### config.mk
export PLATFORM = sky130hd
export DESIGN_NAME = seg7_frame_capture
export DESIGN_NICKNAME = d
export VERILOG_FILES = /design/src/rtl/seg7_frame_capture.sv
export SDC_FILE = /design/constraint.sdc
export NUM_CORES = 1
export LEC_CHECK = 0
export CAP_MARGIN = 25
export CORE_MARGIN = 5
export CORE_UTILIZATION = 30
export DETAILED_ROUTE_END_ITERATION = 7
export SETUP_SLACK_MARGIN = 0.15
export SLEW_MARGIN = 20
export SYNTH_ARGS = -nofsm -noshare
export SYNTH_HDL_FRONTEND = slang
export SYNTH_SLANG_ARGS = --single-unit
### constraint.sdc
create_clock -name clk -period 3.02 [get_ports clk]
set_input_delay 0.302 -clock clk [delete_from_list [all_inputs] [get_ports clk]]
set_output_delay 0.302 -clock clk [all_outputs]
set_load 0.02 [all_outputs]
### src/rtl/seg7_frame_capture.sv
// Receive side of the 4-digit multiplexed 7-segment bus: debounces each anode/cathode
// pair, decodes it back to BCD and reassembles complete 16-bit frames.
module seg7_frame_capture #(
  parameter int STABLE_CYCLES  = 4,
  parameter int TIMEOUT_CYCLES = 1600000
) (
  input  logic        clk,
  input  logic        rst,
  input  logic [3:0]  anode,
  input  logic [7:0]  cathode,
  output logic [15:0] value,
  output logic        value_valid,
  output logic        value_changed,
  output logic        seg_err,
  output logic        stale
);

  localparam logic [7:0]  STAB_MAX = 8'(STABLE_CYCLES);
  localparam logic [20:0] TO_MAX   = 21'(TIMEOUT_CYCLES);

  logic [3:0]  anode_q, anode_p;
  logic [7:0]  cathode_q, cathode_p;
  logic [7:0]  stab_cnt, stab_next;
  logic        legal, same, hit;
  logic [1:0]  digit_sel;
  logic [3:0]  decoded;
  logic        acc;
  logic [1:0]  acc_digit;
  logic [3:0]  acc_code;
  logic [15:0] shadow;
  logic [3:0]  seen, seen_next;
  logic        first;
  logic [20:0] to_cnt;
  logic        complete, expire;

  always_comb begin
    legal     = 1'b1;
    digit_sel = 2'd0;
    case (anode_q)
      4'b1110: digit_sel = 2'd0;
      4'b1101: digit_sel = 2'd1;
      4'b1011: digit_sel = 2'd2;
      4'b0111: digit_sel = 2'd3;
      default: legal = 1'b0;
    endcase

    same = (anode_q == anode_p) && (cathode_q == cathode_p);
    if (same && legal)
      stab_next = (stab_cnt == STAB_MAX) ? stab_cnt : stab_cnt + 8'd1;
    else
      stab_next = 8'd1;
    // Fire only on the transition into the terminal count, never while saturated.
    hit = legal && (stab_next == STAB_MAX) && !(same && (stab_cnt == STAB_MAX));

    case (cathode_q[6:0])
      7'b1000000: decoded = 4'h0;
      7'b1111001: decoded = 4'h1;
      7'b0100100: decoded = 4'h2;
      7'b0110000: decoded = 4'h3;
      7'b0011001: decoded = 4'h4;
      7'b0010010: decoded = 4'h5;
      7'b0000010: decoded = 4'h6;
      7'b1111000: decoded = 4'h7;
      7'b0000000: decoded = 4'h8;
      7'b0010000: decoded = 4'h9;
      7'b1111111: decoded = 4'hF;
      default:    decoded = 4'hE;
    endcase

    complete = (seen == 4'hF);
    expire   = !acc && (to_cnt != TO_MAX) && ((to_cnt + 21'd1) == TO_MAX);

    seen_next = (complete || expire) ? 4'h0 : seen;
    if (acc)
      seen_next[acc_digit] = 1'b1;
  end

  always_ff @(posedge clk) begin
    if (!rst) begin
      anode_q       <= 4'hF;
      anode_p       <= 4'hF;
      cathode_q     <= 8'hFF;
      cathode_p     <= 8'hFF;
      stab_cnt      <= 8'd0;
      acc           <= 1'b0;
      acc_digit     <= 2'd0;
      acc_code      <= 4'h0;
      shadow        <= 16'h0000;
      seen          <= 4'h0;
      first         <= 1'b1;
      to_cnt        <= 21'd0;
      value         <= 16'h0000;
      value_valid   <= 1'b0;
      value_changed <= 1'b0;
      seg_err       <= 1'b0;
      stale         <= 1'b1;
    end else begin
      anode_q   <= anode;
      cathode_q <= cathode;
      anode_p   <= anode_q;
      cathode_p <= cathode_q;
      stab_cnt  <= stab_next;

      acc       <= hit;
      acc_digit <= digit_sel;
      acc_code  <= decoded;

      if (acc) begin
        shadow[{acc_digit, 2'b00} +: 4] <= acc_code;
        if (acc_code == 4'hE)
          seg_err <= 1'b1;
      end
      seen <= seen_next;

      if (acc)
        to_cnt <= 21'd0;
      else if (to_cnt != TO_MAX)
        to_cnt <= to_cnt + 21'd1;

      value_valid   <= complete;
      value_changed <= complete && ((shadow != value) || first);
      if (complete) begin
        value <= shadow;
        first <= 1'b0;
      end

      if (expire)
        stale <= 1'b1;
      else if (complete)
        stale <= 1'b0;
    end
  end

endmodule

==> results.py <==
metrics = {
    "synth": {
        "syn_area_um2": 4630,
        "ys_warn_count": 0,
        "synth.most_common_cell": "dfxtp_1",
        "ys.flop_type": "dfxtp_1",
        "yosys-top-cells-count": "dfxtp_1 (101), nand2_1 (58), nor2_1 (58)",
        "seq_area_frac_synth": 0.436,
        "synth_nets": 560,
        "ys_types": 53,
        "ys_ff_latch": 101,
        "synth.top_cell.area_share": 0.436,
        "synth-edff-count": 0,
        "synthTopCellsByArea": "dfxtp_1 (44%), xor2_1 (5.5%), xnor2_1 (5.3%), nand2_1 (4.7%), nor2_1 (4.7%)",
        "syn_inst": 533,
        "synth.largest_area_cell": "dfxtp_1",
        "synthArstFlopShare": 0,
        "syn_area_per_cell_um2": 8.69,
    },
    "setup_path": {
        "path_class": "reg -> reg",
        "cp_data_arrival_time_ns": 2.95,
        "crit_buf_inv": 0,
        "crit_slowest_cell": "dfxtp_1",
        "critPathRequiredTime_ns": 3.25,
        "startpoint_type": "flop",
        "crit_chain": "ha_1 -> nand4_1 -> nor3_2 -> mux2_2 -> nor3b_1 -> nand4_2 -> a32o_1",
        "cp_top_family": "simple AND/OR/NAND/NOR gates",
        "cp-end-kind": "flop",
        "critPathMaxFanout": 8,
        "critPathMaxStageDelay_ns": 0.45,
    },
    "route": {
        "drt-initial-drc-count": 227,
        "wirelength_mm": 9.44,
        "drtPass1Iterations": 5,
        "drc_errors": 0,
        "avgRoutedWirePerCell_um": 12.7,
        "ant_nets": 0,
        "num_vias": 3625,
        "vias_per_cell": 4.89,
    },
    "job": {
        "drv_cap": 0,
    },
    "die": {
        "coreArea_um2": 15200,
        "die_area_um2": 18000,
        "io_pins": 34,
        "initial_core_util": 0.305,
        "die_h_um": 134,
        "num_rows": 45,
        "dieWidth_um": 134,
    },
    "final_layout": {
        "final_util": 0.355,
        "syn2layout_area_growth_pct": 16.5,
        "drive_above_1_share": 0.0597,
        "insertedDiodeCount": 0,
        "fin_nets": 575,
        "fillers": 1536,
    },
    "pwr": {
        "switching_share": 0.222,
        "switchingPower_w": 0.000580,
        "p_leak_nw": 1.98,
        "pwr-share-seq": 0.534,
        "internal_power_w": 0.00203,
        "combPwrFrac": 0.046,
        "power_density_nw_per_um2": 483,
        "vdd_ir_drop_max_uv": 332,
        "p_clk_frac": 0.421,
    },
    "hold_path": {
        "hold_class": "reg -> reg",
    },
    "timing": {
        "drv_slew": 0,
        "max_slew_margin": 0.461,
        "clock-skew-final_ns": 0.00980,
        "period_share": 0.901,
        "rsz0062_at_grt": "no",
        "max_freq_mhz": 368,
        "hold_viol": 0,
        "setup_viol": 0,
        "final.min_clock_period_ns": 2.72,
        "tightest_slew_ns": 0.798,
        "finalSetupTns_ns": 0,
    },
    "global_routing": {
        "grt_pass1_vias": 3421,
        "antenna_found_initial": 0,
        "grt_pass1_wl_mm": 15.9,
        "grt-ovfl-total": 0,
        "grt_max_degree": 38,
        "track_usage": 0.108,
    },
    "place": {
        "io_buffers": 33,
        "hpwl_mm": 6.77,
        "place.gp.congestion": 0.845,
    },
    "clock_network": {
        "clk_pin_slew_worst_paths_ns": 0.06,
        "cts.sinks": 101,
        "clock_latency_ns": 0.35,
        "cts_buffer_depth": 2,
        "htreeDepth": 3,
        "cts_tree": "built",
        "cts_inserted_buffers": 9,
        "cts_root_buffer": "clkbuf_16",
    },
    "run_status": {
        "status": "finished clean",
    },
}
-- metal layers --
| metal | track usage | share of wire | vias to the layer above |
|---|---|---|---|
| met5 | 0 | 0 | - |
| li1 | - | - | 1860 |
| met2 | 0.166 | 0.46 | 70 |
| met4 | 0.0430 | 0.0090 | 0 |
| met1 | 0.137 | 0.48 | 1689 |
| met3 | 0.0394 | 0.042 | 6 |
-- logic make-up after synthesis --
group           synth area share
fa+ha+maj                 0.0351
mux                      0.00675
simple gates               0.264
xor+xnor                   0.108
compound gates             0.107
flops                      0.436
buf+inv                   0.0432
-- sequential cells by signal, indices dropped and copies added (netlist names), 2 cells and up --
signal	count
cathode_q	8
stab_cnt	8
seen	4
anode_p	4
value	16
cathode_p	8
acc_digit	2
to_cnt	21
anode_q	4
shadow	16
acc_code	4
-- through the flow --
step | hold slack [ns] | total power [W] | std cells | setup WS, ns | area (um2)
after floorplan | 0.403 | 0.00150 | 533 | 0.584 | 4630
after global placement | 0.446 | 0.00154 | 722 | 0.301 | 5080
after detailed placement | 0.454 | 0.00154 | 722 | 0.179 | 5080
after CTS | 0.480 | 0.00266 | 738 | 0.155 | 5360
after global routing | 0.489 | 0.00274 | 741 | 0.176 | 5400
final | 0.472 | 0.00261 | 741 | 0.300 | 5400
-- cells in the final DEF, fill, tap and decap left out, types with 2 or more instances in the layout --
cell type        count
dfxtp_1            101
nand2_1             58
nor2_1              58
clkdlybuf4s50_1     33
xor2_1              29
xnor2_1             28
a21oi_1             26
nand2b_1            26
nand4_1             17
nand3_1             17
a22oi_1             16
inv_1               13
ha_1                13
clkbuf_16            9
nor2b_1              8
nor4_1               7
o21ai_0              7
buf_4                7
and3_1               6
nor3_1               6
a32o_1               5
or3_1                5
a31oi_1              4
or4_1                4
nor4b_1              3
and4_1               3
o21a_1               3
and3b_1              2
or2_2                2
mux2i_1              2
nor3b_1              2
nand4b_1             2
a32oi_1              2
nand3_2              2
inv_6                2
clkbuf_8             2
clkbuf_1             2
-- worst reg2reg max path: stages, from the launching register on --
cell and delay [ns]:
dfxtp_1 0.45, ha_1 0.29, nand4_1 0.34, nor3_2 0.40
mux2_2 0.37, nor3b_1 0.30, nand4_2 0.21, a32o_1 0.26
-- cell type report --
cell class / count / area, um2 / area share
flip-flops and latches: 101 / 2020 / 0.375
multi-input cells: 383 / 2420 / 0.449
inverters: 13 / 48.8 / 0.00904
clock inverters: 3 / 26.3 / 0.00487
well taps: 188 / 235 / 0.0436
repair buffers: 40 / 383 / 0.0709
clock buffers: 13 / 260 / 0.0482
-- power groups by stage --
stage	clock (W)	combinational (W)	sequential (W)
floorplan	0	0.0000986	0.00140
global route	0.00121	0.000135	0.00140
global placement	0	0.000118	0.00142
detailed placement	0	0.000120	0.00142
CTS	0.00115	0.000121	0.00139
finish	0.00110	0.000119	0.00139
-- worst paths after layout --
path / start / end / slack, ns / depth (start not counted)
hold / removal: stale / stale / 0.47 / 2
hold reg to reg: stale / stale / 0.47 / 2
setup / recovery: to_cnt[1] / seen[2] / 0.30 / 7
setup reg to reg: to_cnt[1] / seen[2] / 0.30 / 7
-- timing repair --
action                                  CTS  global route
resized for setup                         0             2
buffers inserted                          0             3
hold buffers                              0             0
endpoints found under the setup margin    0             4
No activity file was read; power rests on OpenSTA's default activity.
